<file path="src/rtl/max_unpool_if.sv">
// max_unpool_if: valid/ready stream carrying one pixel for N_MAPS feature maps.
//   valid    : producer has a pixel on features
//   ready    : consumer accepts the pixel when valid & ready
//   features : signed per-map values, features[0:N_MAPS-1]
//   argmax   : 2-bit per-map position code (MAX_UNPOOL_ARGMAX_EN builds only)
// Modports: master = producer side, slave = consumer side.
interface max_unpool_if #(
  parameter int DW     = 8,
  parameter int N_MAPS = 6
);
  logic                 valid;
  logic                 ready;
  logic signed [DW-1:0] features [0:N_MAPS-1];
`ifdef MAX_UNPOOL_ARGMAX_EN
  logic [1:0]           argmax   [0:N_MAPS-1];

  modport master (output valid, output features, output argmax, input ready);
  modport slave  (input valid, input features, input argmax, output ready);
`else
  modport master (output valid, output features, input ready);
  modport slave  (input valid, input features, output ready);
`endif
endinterface

</file>
<file path="src/rtl/max_unpool.sv">
// max_unpool: 2x2 / stride-2 unpooling of N_MAPS pooled maps streamed in raster
// order. Each IN_H x IN_W map becomes 2*IN_H x 2*IN_W, also in raster order.
// Even output rows are produced straight from the input (each value twice) while
// the row is saved in a line buffer; odd output rows are replayed from that buffer.
//   i_clk, i_rst  : clock, synchronous active-high reset
//   up (slave)    : pooled input stream
//   dn (master)   : unpooled output stream, features registered
//   o_frame_done  : 1-cycle pulse on the transfer of the last pixel of a frame
// Build option MAX_UNPOOL_ARGMAX_EN: up carries per-map argmax codes
// (0=TL 1=TR 2=BL 3=BR); only the matching pixel of each 2x2 window keeps the
// value, the other three are 0. Timing is the same in both builds.
//
// state | meaning
// S_TOP | even output row: accept input, emit left copy then right copy
// S_BOT | odd output row: replay line buffer, input stalled
module max_unpool #(
  parameter int IN_W   = 14,
  parameter int IN_H   = 14,
  parameter int N_MAPS = 6,
  parameter int DW     = 8
) (
  input  logic         i_clk,
  input  logic         i_rst,
  max_unpool_if.slave  up,
  max_unpool_if.master dn,
  output logic         o_frame_done
);
  localparam int OUT_W = 2 * IN_W;
  localparam int CW    = $clog2(IN_W);
  localparam int OCW   = $clog2(OUT_W);
  localparam int RW    = $clog2(IN_H);

  typedef enum logic {S_TOP, S_BOT} state_t;

  state_t               state, state_nxt;
  logic                 dup, dup_nxt;
  logic [CW-1:0]        in_col, in_col_nxt;
  logic [OCW-1:0]       out_col, out_col_nxt;
  logic [RW-1:0]        row, row_nxt;
  logic                 last_pix, last_pix_nxt;
  logic                 valid_nxt;
  logic                 slot_free;
  logic                 take_in;
  logic signed [DW-1:0] pix_nxt [0:N_MAPS-1];
  logic signed [DW-1:0] lbuf    [0:IN_W-1][0:N_MAPS-1];
`ifdef MAX_UNPOOL_ARGMAX_EN
  logic [1:0]           lcode   [0:IN_W-1][0:N_MAPS-1];

  always_comb begin
    for (int m = 0; m < N_MAPS; m++) dn.argmax[m] = 2'b00;
  end
`endif

  // last_pix marks that the output register holds the final pixel of the frame;
  // the pulse is tied to its actual downstream transfer.
  assign o_frame_done = last_pix & dn.valid & dn.ready;

  always_comb begin
    slot_free    = !dn.valid | dn.ready;
    up.ready     = (state == S_TOP) & !dup & slot_free;
    take_in      = up.valid & up.ready;
    state_nxt    = state;
    dup_nxt      = dup;
    in_col_nxt   = in_col;
    out_col_nxt  = out_col;
    row_nxt      = row;
    last_pix_nxt = last_pix;
    valid_nxt    = dn.valid;
    for (int m = 0; m < N_MAPS; m++) pix_nxt[m] = dn.features[m];

    if (slot_free) begin
      last_pix_nxt = 1'b0;
      case (state)
        S_TOP: begin
          if (!dup) begin
            if (up.valid) begin
              valid_nxt = 1'b1;
              dup_nxt   = 1'b1;
              for (int m = 0; m < N_MAPS; m++) begin
`ifdef MAX_UNPOOL_ARGMAX_EN
                pix_nxt[m] = (up.argmax[m] == 2'b00) ? up.features[m] : '0;
`else
                pix_nxt[m] = up.features[m];
`endif
              end
            end else begin
              valid_nxt = 1'b0;
            end
          end else begin
            // right copy comes from the line-buffer entry written on accept
            valid_nxt = 1'b1;
            dup_nxt   = 1'b0;
            for (int m = 0; m < N_MAPS; m++) begin
`ifdef MAX_UNPOOL_ARGMAX_EN
              pix_nxt[m] = (lcode[in_col][m] == 2'b01) ? lbuf[in_col][m] : '0;
`else
              pix_nxt[m] = lbuf[in_col][m];
`endif
            end
            if (in_col == CW'(IN_W - 1)) begin
              in_col_nxt = '0;
              state_nxt  = S_BOT;
            end else begin
              in_col_nxt = in_col + 1'b1;
            end
          end
        end
        S_BOT: begin
          valid_nxt = 1'b1;
          for (int m = 0; m < N_MAPS; m++) begin
`ifdef MAX_UNPOOL_ARGMAX_EN
            pix_nxt[m] = (lcode[out_col[OCW-1:1]][m] == {1'b1, out_col[0]}) ?
                         lbuf[out_col[OCW-1:1]][m] : '0;
`else
            pix_nxt[m] = lbuf[out_col[OCW-1:1]][m];
`endif
          end
          if (out_col == OCW'(OUT_W - 1)) begin
            out_col_nxt = '0;
            state_nxt   = S_TOP;
            if (row == RW'(IN_H - 1)) begin
              row_nxt      = '0;
              last_pix_nxt = 1'b1;
            end else begin
              row_nxt = row + 1'b1;
            end
          end else begin
            out_col_nxt = out_col + 1'b1;
          end
        end
        default: state_nxt = S_TOP;
      endcase
    end
  end

  always_ff @(posedge i_clk) begin
    if (i_rst) begin
      state    <= S_TOP;
      dup      <= 1'b0;
      in_col   <= '0;
      out_col  <= '0;
      row      <= '0;
      last_pix <= 1'b0;
      dn.valid <= 1'b0;
      for (int m = 0; m < N_MAPS; m++) dn.features[m] <= '0;
    end else begin
      state    <= state_nxt;
      dup      <= dup_nxt;
      in_col   <= in_col_nxt;
      out_col  <= out_col_nxt;
      row      <= row_nxt;
      last_pix <= last_pix_nxt;
      dn.valid <= valid_nxt;
      for (int m = 0; m < N_MAPS; m++) dn.features[m] <= pix_nxt[m];
    end
  end

  // line buffer needs no reset: every entry is written before it is read
  always_ff @(posedge i_clk) begin
    if (take_in) begin
      for (int m = 0; m < N_MAPS; m++) begin
        lbuf[in_col][m] <= up.features[m];
`ifdef MAX_UNPOOL_ARGMAX_EN
        lcode[in_col][m] <= up.argmax[m];
`endif
      end
    end
  end
endmodule
</file>
<file path="src/flat_wrapper.sv">
// flat-port wrapper written by rule: the top's interface ports become plain ports
module max_unpool_flat 
#(
  parameter int IN_W   = 14,
  parameter int IN_H   = 14,
  parameter int N_MAPS = 6,
  parameter int DW     = 8
)
  (i_clk, i_rst, o_frame_done, up_valid, up_features, up_ready, dn_valid, dn_features, dn_ready);
  max_unpool_if #(.DW(DW), .N_MAPS(N_MAPS)) up_i ();
  max_unpool_if #(.DW(DW), .N_MAPS(N_MAPS)) dn_i ();
  input  logic i_clk;
  input  logic i_rst;
  output logic o_frame_done;
  input wire logic [$bits(up_i.valid)-1:0] up_valid;
  input wire logic [$bits(up_i.features)-1:0] up_features;
  output wire logic [$bits(up_i.ready)-1:0] up_ready;
  output wire logic [$bits(dn_i.valid)-1:0] dn_valid;
  output wire logic [$bits(dn_i.features)-1:0] dn_features;
  input wire logic [$bits(dn_i.ready)-1:0] dn_ready;
  assign up_i.valid = up_valid;
  assign up_i.features = {>>{up_features}};
  assign up_ready = up_i.ready;
  assign dn_valid = dn_i.valid;
  assign dn_features = {>>{dn_i.features}};
  assign dn_i.ready = dn_ready;
  max_unpool #(.IN_W(IN_W), .IN_H(IN_H), .N_MAPS(N_MAPS), .DW(DW)) u_core (.i_clk(i_clk), .i_rst(i_rst), .up(up_i), .dn(dn_i), .o_frame_done(o_frame_done));
endmodule
</file>
<file path="config.mk">
export PLATFORM = sky130hd
export DESIGN_NAME = max_unpool_flat
export DESIGN_NICKNAME = d
export VERILOG_FILES = /design/src/rtl/max_unpool_if.sv /design/src/rtl/max_unpool.sv /design/src/flat_wrapper.sv
export SDC_FILE = /design/constraint.sdc
export NUM_CORES = 1
export LEC_CHECK = 0
export ABC_AREA = 0
export CORE_ASPECT_RATIO = 0.6
export CORE_UTILIZATION = 55
export CTS_CLUSTER_SIZE = 28
export DETAILED_ROUTE_END_ITERATION = 16
export PLACE_DENSITY_LB_ADDON = 0.3
export SLEW_MARGIN = 25
export SYNTH_ARGS = -nofsm -noshare
export SYNTH_HDL_FRONTEND = slang
export SYNTH_SLANG_ARGS = --single-unit
export TNS_END_PERCENT = 100
</file>
<file path="constraint.sdc">
create_clock -name i_clk -period 7.97 [get_ports i_clk]
set_clock_uncertainty 0.1 [all_clocks]
set_input_delay 1.594 -clock i_clk [delete_from_list [all_inputs] [get_ports i_clk]]
set_output_delay 1.594 -clock i_clk [all_outputs]
set_load 0.01 [all_outputs]
</file>
After elaboration in Yosys (flattened, before gate mapping). Memory sizes are Yosys's and may differ from the RTL's. A register that Yosys moved wholly into a read port is not among the register bits. Index checks and enable logic that the tools add are counted. W data, S select, Z words.

$add $sub $neg: 3. $mul: 0. Divide/modulo/power cells: 0. Magnitude comparators: 0. Equality and inequality tests: 4. Shifts and indexed selects: 0. Muxes and demuxes: 23. Bitwise operators: 7. Reductions and logical operators: 7.

Operators with widths (count): $mux W48 (2); $pmux W48 S2 (1); $mux W4 (6); $mux W1 (11); $add A4 B1 Y4 const B (2); $eq A4 B4 Y1 const B (2); $reduce_and A2 Y1 (3); $reduce_and A3 Y1 (2); $add A5 B1 Y5 const B (1); $and A1 B1 Y1 (5); $eq A5 B5 Y1 const B (1); $mux W5 (1); $pmux W1 S2 (2); $ne A3 B2 Y1 const B (1); $logic_not A1 Y1 (2); $not A1 Y1 (1); $or A1 B1 Y1 (1).

Register bits: 65. Bits in latches: 0. RAM bits: 672. Bits in read-only memories: 0. Input port bits: 52. Output and inout bits: 51. Word-level logic and storage cells: 58. Memories: 1.

Memory list: u_core.lbuf (depth 14, width 48, rd ports 2, clocked after Yosys merged registers in 2, wr ports 1, RTL line max_unpool.sv:45) `logic signed [DW-1:0] lbuf [0:IN_W-1][0:N_MAPS-1];`.

Depth between registers and ports, before layout. Gate-level depths: netlist (run 1).

Depth in word-level cells: 6. Mapped depth: 10.

Worst setup path after synthesis (run 1). Ideal clock, no wire load.

Path type: input to register. From: in dn_ready. To: mem u_core.lbuf[12][0] (netlist bit), enable pin. Library setup time: 573 ps. Arrival time: 6620 ps. Data required time: 7297 ps. Path slack: 677 ps. Stages on the path: 3. Cells stage by stage: nand2b_1 nand3_1 nor4_1.

Longest elaborated chain between the ends: 5.

Ends and longest elaborated chain: start: declaration (RTL line flat_wrapper.sv:20) `input wire logic [$bits(dn_i.ready)-1:0] dn_ready;`; $or A1 B1 Y1 (RTL line max_unpool.sv:59) `slot_free = !dn.valid | dn.ready;`; $and A1 B1 Y1 (RTL line max_unpool.sv:60) `up.ready = (state == S_TOP) & !dup & slot_free;`; $and A1 B1 Y1 (RTL line max_unpool.sv:61) `take_in = up.valid & up.ready;`; $mux W1 (RTL line max_unpool.sv:160) `if (take_in) begin`; $mux W1 (implied by the code) (RTL line max_unpool.sv:162) `lbuf[in_col][m] <= up.features[m];`; end: declaration (RTL line max_unpool.sv:45).

No other way between the ends.

Worst setup path after layout (run 1).
From: in dn_ready. To: out up_ready.

Longest elaborated chain between the ends: 2.

Ends and longest elaborated chain: $or A1 B1 Y1 (RTL line max_unpool.sv:59); $and A1 B1 Y1 (RTL line max_unpool.sv:60); end: declaration (RTL line flat_wrapper.sv:17) `output wire logic [$bits(up_i.ready)-1:0] up_ready;`.

No other way between the ends.

==> flow_metrics.py, run 1 <==
metrics = {
    "min_path": {
        "hold_class": "reg -> reg",
        "min-delay-start": "u_core.dn.features[45]$_SDFFE_PP0P_",
        "hold_depth": 2,
        "whs_endpoint": "u_core.dn.features[45]$_SDFFE_PP0P_",
    },
    "synthesis": {
        "synth_top_flop_cell": "edfxtp_1",
        "ys_seq_area_frac": 0.631,
        "synth_edf_count": 672,
        "syn_nets": 2117,
        "synth_common_cells": "edfxtp_1, mux4_2, mux2i_1, nor2_1, dfxtp_1",
        "syn_inst": 2064,
        "yosysTopAreaCellShare": 0.589,
        "ys_ff_latch": 745,
        "synth.largest_area_cell": "edfxtp_1",
        "async_reset_ff_frac": 0,
        "synthTopCellsByArea": "edfxtp_1, mux4_2, mux2i_1",
        "synth_area_per_cell_um2": 16.6,
        "synth_area_um2": 34300,
        "yosys.cell_count.top_type": "edfxtp_1",
        "synth_cell_type_count": 58,
        "ys_warn_count": 0,
    },
    "power_and_ir_drop": {
        "power.density_nw_per_um2": 214,
        "p_leak_nw": 11.3,
        "p_total_mw": 8.21,
        "irDropWorstVdd_v": 0.000170,
    },
    "global_route": {
        "track_usage": 0.299,
        "antenna_found_initial": 4,
        "grt_overflow": 0,
        "first_global_vias": 20877,
        "grt_pass1_wl_um": 140000,
        "grt_max_degree": 113,
    },
    "clocking": {
        "cts.sinks": 745,
        "cts_resized": 0,
        "htree_levels": 3,
        "cts_hold_buffers": 0,
        "cts_setup_buffers": 0,
        "cts_tree": "yes",
        "insertion_delay_ns": 0.61,
        "numCtsBuffers": 68,
        "cts_buffer_depth": 3,
        "clkTransAtPathRegs_ns": 0.06,
        "cts_root_buf": "clkbuf_16",
    },
    "timing": {
        "max_freq_mhz": 201,
        "finalSetupTns_ns": 0,
        "rsz0062_at_grt": "false",
        "setup_viol": 0,
        "slew_headroom": 0.299,
        "hold_viol": 0,
        "tightest_slew_ns": 1.05,
        "fin_crit_ns": 4.98,
        "min_period_over_period": 0.624,
        "drv_slew": 0,
    },
    "floorplanning": {
        "start_util": 0.560,
        "rows": 70,
        "die_y_um": 195,
        "ioPinCount": 103,
        "die_w_um": 324,
        "coreArea_um2": 61200,
        "dieArea_um2": 63400,
    },
    "critical_path": {
        "crit_slowest_cell": "nor2b_1",
        "worstPathCellList": "clkdlybuf4s50_1 > nor2b_1 > nor2_1 > clkdlybuf4s50_1",
        "rr_endpoint": "u_core.lbuf[9][18]$_DFFE_PP_",
        "startpoint_type": "primary input",
        "cp.required_ns": 6.28,
        "crit_top_cell": "clkdlybuf4s50_1",
        "r2r-start": "u_core.dn.valid$_SDFFE_PP0N_",
        "end_kind": "primary output",
        "critPathMaxStageDelay_ns": 0.60,
        "r2r_setup_slack_ns": 4.25,
        "worstSetupPathType": "in -> out",
        "crit_path_max_fanout": 5,
        "crit_arrival_ns": 3.28,
        "r2r_cells": 7,
    },
    "detailed_routing": {
        "drt-total-wl_um": 94400,
        "firstDrtPassIters": 6,
        "vias_per_cell": 7.06,
        "vias": 21265,
        "routedWlPerCell_um": 31.3,
        "antenna_left": 0,
        "drc": 0,
        "drt_iter0_drc": 3135,
    },
    "flow_run": {
        "maxCapViolations": 0,
    },
    "finish": {
        "area_growth_pct": 11.9,
        "fillers": 4274,
        "finalCoreUtilization": 0.627,
        "num-nets-final": 2183,
        "drive_gt1_frac": 0.224,
        "final_cells": 3011,
    },
    "placement": {
        "place.gp.congestion": 0.862,
        "placedCellCount": 2887,
        "port_buffers": 102,
        "hpwl_um": 56700,
    },
    "run_status": {
        "run_status": "finished clean",
    },
}
-- cell families (layout without fill, tap and decap cells) --
group	count (synthesis)	count (layout)	synth area share
AND/OR/NAND/NOR	344	344	0.0465
XOR/XNOR	5	5	0.00128
adder cells (fa/ha/maj)	1	1	0.000365
buffers and inverters	167	285	0.0263
other	0	1	0
AO/OA/AOI/OAI	319	319	0.0664
flip-flops	745	745	0.631
multiplexers	483	483	0.228
-- state kept, by name, summed over array words and instances (netlist names), named ones only --
| register | cells |
|---|---|
| u_core.dn.valid | 1 |
| u_core.last_pix | 1 |
| u_core.row | 4 |
| u_core.lbuf | 672 |
| u_core.dup | 1 |
| u_core.dn.features | 48 |
| u_core.out_col | 5 |
| u_core.state | 1 |
| u_core.in_col | 4 |
-- power breakdown --
part / switching, mW / internal (mW)
sequential: 0.0554 / 4.31
combinational: 0.300 / 0.224
clock: 1.45 / 1.87
total: 1.81 / 6.41
-- cell usage in the layout (no fill, tap or decap), types with 7 or more instances in the layout --
cell type	synthesis	routed
buf_4	36	50
o21ai_0	39	39
clkinv_2	0	13
clkdlybuf4s50_1	0	101
clkbuf_16	0	69
nor3_1	18	14
o211ai_1	51	51
a2111oi_0	11	11
mux2i_1	199	199
nor4_1	12	11
a21oi_1	46	45
mux4_2	233	233
nor2_1	164	153
a311oi_1	28	28
bufinv_16	0	7
a22o_1	12	12
clkbuf_1	66	13
mux2_2	51	51
o311ai_0	11	11
o22ai_2	10	10
nor2_4	0	9
nand2b_1	13	11
nand2_1	64	63
o22ai_1	42	42
or4_1	14	14
nor2b_1	29	29
nand3_1	9	9
edfxtp_1	672	672
dfxtp_1	73	67
a211oi_1	45	45
clkinv_1	0	7
-- how the worst max path moves through the flow --
stage	startpoint	endpoint	slack (ns)	cells past startpoint
after floorplan	dn_ready	u_core.lbuf[12][0]$_DFFE_PP_	0.68	3
after global placement	dn_ready	u_core.lbuf[2][14]$_DFFE_PP_	2.50	7
after detailed placement	dn_ready	u_core.lbuf[9][30]$_DFFE_PP_	2.55	8
after CTS	dn_ready	up_ready	3.04	4
after global routing	dn_ready	u_core.lbuf[9][25]$_DFFE_PP_	2.92	8
final	dn_ready	up_ready	2.99	4
-- area by class of cell --
| type | instances | area [µm²] | area share |
|---|---|---|---|
| clock inverter | 35 | 364 | 0.00949 |
| inverter | 2 | 7.51 | 0.000196 |
| timing repair buffer | 161 | 1600 | 0.0418 |
| sequential | 745 | 21700 | 0.564 |
| multi-input combinational | 1152 | 11900 | 0.309 |
| antenna | 1 | 2.50 | 0.0000652 |
| tap | 828 | 1040 | 0.0270 |
| clock buffer | 87 | 1840 | 0.0481 |
-- critical path: cells and delay by family --
kind,cells,cell delay (ns)
buffers and inverters,2,0.96
AND/OR/NAND/NOR,2,0.72
-- through the flow --
step	worst slack (ns)	hold slack, ns	area (µm²)
floorplan	0.677	0.328	34300
global placement	2.50	0.350	36000
detailed placement	2.55	0.347	36100
CTS	3.04	0.390	38300
global route	2.92	0.405	38400
finish	2.99	0.391	38400
-- metal layers --
metal	share of wire	vias up	track usage
met5	0.00019	-	0
met4	0.026	2	0.0890
met3	0.13	191	0.0746
met2	0.43	1564	0.423
met1	0.42	10882	0.460
li1	-	8626	-
No activity file was read; power rests on OpenSTA's default activity.
==> inputs of run 2 (changes only) <==
==> constraint.sdc (replaced) <==
create_clock -name i_clk -period 4.7 [get_ports i_clk]
set_clock_uncertainty 0.1 [all_clocks]
set_input_delay 0.94 -clock i_clk [delete_from_list [all_inputs] [get_ports i_clk]]
set_output_delay 0.94 -clock i_clk [all_outputs]
set_load 0.01 [all_outputs]
==> run 2 against run 1 <==
- flip-flop and latch count did not move
- total power grew 72%
- sequential power up 69%
- core utilization grew 0.50 points
- register-to-register slack got worse by 2.9 ns
- sequential share of layout area decreased by 0.45 points
- final cell count increased by 0.63%
- largest power group unchanged
==> flow_metrics.py, run 2 (synthesized netlist as in run 1, its figures left out) <==
metrics = {
    "critical_path": {
        "end_kind": "primary output",
        "crit_path_max_fanout": 20,
        "startpoint_type": "register",
        "worstSetupPathType": "reg -> out",
        "r2r-start": "u_core.state$_SDFFE_PP0N_",
        "cp.required_ns": 3.66,
        "cp-startpoint": "u_core.state$_SDFFE_PP0N_",
        "crit_arrival_ns": 2.86,
    },
    "min_path": {
        "hold_class": "reg -> reg",
        "min-delay-start": "u_core.out_col[1]$_SDFFE_PP0P_",
    },
    "power_and_ir_drop": {
        "p_total_mw": 14.2,
        "irDropWorstVdd_v": 0.000275,
        "p_leak_nw": 11.4,
        "p_seq_frac": 0.523,
        "swShare": 0.219,
        "power.density_nw_per_um2": 366,
        "netSwitchingPower_mw": 3.09,
        "p_comb_frac": 0.062,
        "p_clk_frac": 0.415,
        "internal-power_mw": 11.1,
    },
    "floorplanning": {
        "die_w_um": 324,
        "rows": 70,
        "die_y_um": 195,
        "ioPinCount": 103,
        "dieArea_um2": 63400,
        "coreArea_um2": 61200,
        "start_util": 0.560,
    },
    "global_route": {
        "track_usage": 0.294,
        "grt_max_degree": 67,
        "grt_pass1_wl_um": 137000,
        "first_global_vias": 21355,
        "antenna_found_initial": 1,
        "grt_overflow": 0,
    },
    "clocking": {
        "cts_tree": "yes",
        "clkTransAtPathRegs_ns": 0.07,
        "numCtsBuffers": 69,
        "cts_root_buf": "clkbuf_16",
        "cts.sinks": 745,
        "htree_levels": 3,
        "cts_resized": 0,
        "cts_setup_buffers": 0,
        "insertion_delay_ns": 0.62,
        "cts_hold_buffers": 0,
        "cts_buffer_depth": 3,
    },
    "detailed_routing": {
        "routedWlPerCell_um": 30.5,
        "drt_iter0_drc": 3167,
        "vias_per_cell": 7.02,
        "vias": 21269,
        "firstDrtPassIters": 5,
        "drc": 0,
        "drt-total-wl_um": 92500,
        "antenna_left": 0,
    },
    "timing": {
        "drv_slew": 0,
        "fin_crit_ns": 3.90,
        "hold_viol": 0,
        "rsz0062_at_grt": "false",
        "setup_viol": 0,
        "max_freq_mhz": 257,
        "min_period_over_period": 0.829,
        "slew_headroom": 0.267,
        "hold_slack_ns": 0.390,
        "tightest_slew_ns": 1.10,
        "finalSetupTns_ns": 0,
    },
    "finish": {
        "area_growth_pct": 12.8,
        "final_cell_mix": "edfxtp_1, mux4_2, mux2i_1",
        "drive_gt1_frac": 0.230,
        "num-nets-final": 2197,
        "reg_top3": "u_core.lbuf: 672 flops, u_core.dn.features: 48 flops, u_core.out_col: 5 flops",
        "finalCoreUtilization": 0.632,
        "fillers": 4215,
        "final_cells": 3030,
        "largest_register_ffs": 672,
        "final_common_cell": "edfxtp_1",
        "regMostFlops": "u_core.lbuf",
    },
    "placement": {
        "hpwl_um": 53500,
        "port_buffers": 102,
        "place.gp.congestion": 0.857,
        "placedCellCount": 2900,
    },
    "flow_run": {
        "maxCapViolations": 0,
    },
    "run_status": {
        "run_status": "finished clean",
    },
}
==> run 2: cell count changes in the layout (fill, tap and decap cells not counted), sizes merged <==
| cell | delta |
|---|---|
| buf | +13 |
| clkbuf | -7 |
| clkinv | +7 |
| bufinv | +3 |
| inv | +3 |
==> run 2: per-stage QoR <==
step | setup WS [ns] | cell area (µm²)
floorplan | 0.0499 | 34300
global placement | 0.957 | 36300
detailed placement | 0.905 | 36300
CTS | 0.888 | 38700
global route | 0.824 | 38700
finish | 0.803 | 38700
==> run 2: worst paths after layout <==
kind                                                           end  slack (ns)  cells past startpoint
worst max register to register  u_core.dn.features[1]$_SDFFE_PP0P_        1.34                      5
worst min register to register                            register        0.39                      2
worst min-delay path                                      register        0.39                      2
worst max-delay path                                      up_ready        0.80                      3
==> run 2: area by class of cell <==
type | count | area [µm²] | area share
Inverter | 2 | 7.51 | 0.000194
Clock inverter | 48 | 529 | 0.0137
Tap cell | 828 | 1040 | 0.0268
Timing Repair Buffer | 174 | 1730 | 0.0448
Antenna cell | 1 | 2.50 | 0.0000647
Sequential cell | 745 | 21700 | 0.560
Multi-Input combinational cell | 1152 | 11900 | 0.307
Clock buffer | 80 | 1820 | 0.0471
==> run 2: critical path, stage by stage (launching register included) <==
cell and delay [ns]:
dfxtp_1 0.68, or2_2 0.61, nor2_1 0.33, clkdlybuf4s50_1 0.62
==> run 2: metal layers <==
| layer | global-route usage | wire length (µm) | up-vias |
|---|---|---|---|
| met5 | 0 | 0 | - |
| met4 | 0.0900 | 2390 | 0 |
| met3 | 0.0768 | 11600 | 168 |
| met2 | 0.431 | 40900 | 1551 |
| met1 | 0.434 | 37600 | 10881 |
| li1 | - | - | 8669 |
==> run 2: power groups by stage <==
stage	sequential [mW]	clock (mW)	combinational, mW
final	7.40	5.87	0.883
after global routing	7.40	6.17	0.938
after CTS	7.40	5.93	0.871
after detailed placement	7.54	0	0.867
after global placement	7.54	0	0.849
after floorplan	7.51	0	0.482
==> inputs of run 3 (changes only) <==
==> constraint.sdc (replaced) <==
create_clock -name i_clk -period 3.6 [get_ports i_clk]
set_clock_uncertainty 0.1 [all_clocks]
set_input_delay 0.72 -clock i_clk [delete_from_list [all_inputs] [get_ports i_clk]]
set_output_delay 0.72 -clock i_clk [all_outputs]
set_load 0.01 [all_outputs]
==> run 3 against run 2 <==
- total power is 29% higher
- sequential power is 30% higher
- hold slack better by 0.0028 ns
- clock power is 25% higher
- die area stayed put
- count of clock-buffer cells in the layout is 16 higher
- critical endpoint unchanged
- largest cell class unchanged
- highest routed layer unchanged
==> flow_metrics.py, run 3 (synthesized netlist as in run 1, its figures left out) <==
metrics = {
    "finish": {
        "largest_register_ffs": 672,
        "final_cell_mix": "edfxtp_1, mux4_2, mux2i_1",
        "regArea_um2": 21700,
        "reg_top3": "u_core.lbuf: 672 flops, u_core.dn.features: 48 flops, u_core.out_col: 5 flops",
        "final_common_cell": "edfxtp_1",
        "regMostFlops": "u_core.lbuf",
        "finalCoreUtilization": 0.637,
        "num-nets-final": 2224,
        "final_cells": 3057,
        "area_growth_pct": 13.8,
        "drive_gt1_frac": 0.236,
        "multi_input_area_um2": 11900,
        "fillers": 4167,
    },
    "timing": {
        "tightest_slew_ns": 1.07,
        "max_freq_mhz": 305,
        "slew_headroom": 0.284,
        "finalSetupTns_ns": 0,
        "min_period_over_period": 0.911,
        "rsz0062_at_grt": "false",
        "drv_slew": 0,
        "hold_viol": 0,
        "setup_viol": 0,
        "fin_crit_ns": 3.28,
    },
    "power_and_ir_drop": {
        "power.density_nw_per_um2": 467,
        "irDropWorstVdd_v": 0.000343,
        "p_leak_nw": 11.5,
    },
    "detailed_routing": {
        "routedWlPerCell_um": 31.2,
        "drt_iter0_drc": 3324,
        "drc": 0,
        "antenna_left": 0,
        "firstDrtPassIters": 8,
        "vias": 21588,
        "vias_per_cell": 7.06,
        "drt-total-wl_um": 95300,
    },
    "clocking": {
        "cts_root_buf": "clkbuf_16",
        "cts_tree": "yes",
        "cts_buffer_depth": 3,
        "cts_hold_buffers": 0,
        "insertion_delay_ns": 0.64,
        "cts_setup_buffers": 0,
        "cts_resized": 0,
        "htree_levels": 3,
        "cts.sinks": 745,
        "numCtsBuffers": 69,
        "clkTransAtPathRegs_ns": 0.07,
    },
    "global_route": {
        "first_global_vias": 21477,
        "antenna_found_initial": 1,
        "met1_usage": 0.463,
        "grt_overflow": 0,
        "grt_max_degree": 67,
        "grt_pass1_wl_um": 141000,
        "track_usage": 0.303,
        "busiest_layer": "met1",
        "grt_use_met2": 0.430,
        "grtUsageMet3": 0.0813,
    },
    "critical_path": {
        "crit_path_max_fanout": 22,
        "r2r_cells": 6,
        "startpoint_type": "register",
        "cp.required_ns": 2.78,
        "crit_arrival_ns": 2.46,
        "end_kind": "primary output",
        "worstSetupPathType": "reg -> out",
    },
    "placement": {
        "placedCellCount": 2928,
        "port_buffers": 102,
        "place.gp.congestion": 0.864,
        "hpwl_um": 55500,
    },
    "min_path": {
        "hold_class": "reg -> reg",
        "hold_depth": 2,
    },
    "run_status": {
        "run_status": "finished clean",
    },
    "floorplanning": {
        "die_w_um": 324,
        "die_y_um": 195,
        "start_util": 0.560,
        "dieArea_um2": 63400,
        "rows": 70,
        "coreArea_um2": 61200,
        "ioPinCount": 103,
    },
    "flow_run": {
        "maxCapViolations": 0,
    },
}
==> run 3: changes by cell type in the layout (fill, tap and decap cells not counted), sizes merged <==
cell      previous run  this run
buf                 73       100
bufinv              10         3
clkbuf              80        96
clkinv              27        25
clkinvlp             6         2
inv                  7         4
==> run 3: per-layer routing <==
metal / wire length [µm] / vias up / part of all wire
li1: - / 8704 / -
met1: 39900 / 11068 / 0.42
met2: 41400 / 1634 / 0.43
met3: 11900 / 182 / 0.12
met4: 2170 / 0 / 0.023
met5: 0 / - / 0
==> run 3: path summary, 6_finish.rpt <==
| kind | startpoint | end | slack [ns] |
|---|---|---|---|
| setup / recovery | u_core.dup$_SDFFE_PP0P_ | up_ready | 0.32 |
| hold / removal | u_core.dn.features[17]$_SDFFE_PP0P_ | u_core.dn.features[17]$_SDFFE_PP0P_ | 0.39 |
| hold reg to reg | u_core.dn.features[17]$_SDFFE_PP0P_ | u_core.dn.features[17]$_SDFFE_PP0P_ | 0.39 |
| setup reg to reg | u_core.dup$_SDFFE_PP0P_ | u_core.dn.features[14]$_SDFFE_PP0P_ | 0.82 |
==> run 3: power breakdown <==
part	switching [mW]	internal, mW
clock network	3.29	4.06
registers	0.110	9.54
logic	0.674	0.522
total	4.08	14.1
==> run 3: final cells by class <==
type | count | area share
diodes | 1 | 0.0000642
clock buffers | 96 | 0.0500
clock inverters | 32 | 0.00776
inverters | 2 | 0.000192
multi-input cells | 1152 | 0.305
flip-flops and latches | 745 | 0.555
well taps | 828 | 0.0266
repair buffers | 201 | 0.0551
==> run 3: critical path, cell delays in order (launching register included) <==
cell	delay [ns]
dfxtp_1	0.31
buf_4	0.25
or2_2	0.50
nor2_1	0.19
clkdlybuf4s50_1	0.56
==> run 3: through the flow <==
stage / hold slack (ns) / setup WS (ns) / area [µm²] / power [mW]
2_1_floorplan: 0.328 / -0.579 / 34300 / 10.4
5_1_grt: 0.411 / 0.276 / 39000 / 18.6
6_report: 0.393 / 0.321 / 39000 / 18.2
3_5_place_dp: 0.384 / 0.327 / 36700 / 11.0
4_1_cts: 0.378 / 0.330 / 39000 / 18.2
3_3_place_gp: 0.368 / 0.316 / 36700 / 11.0
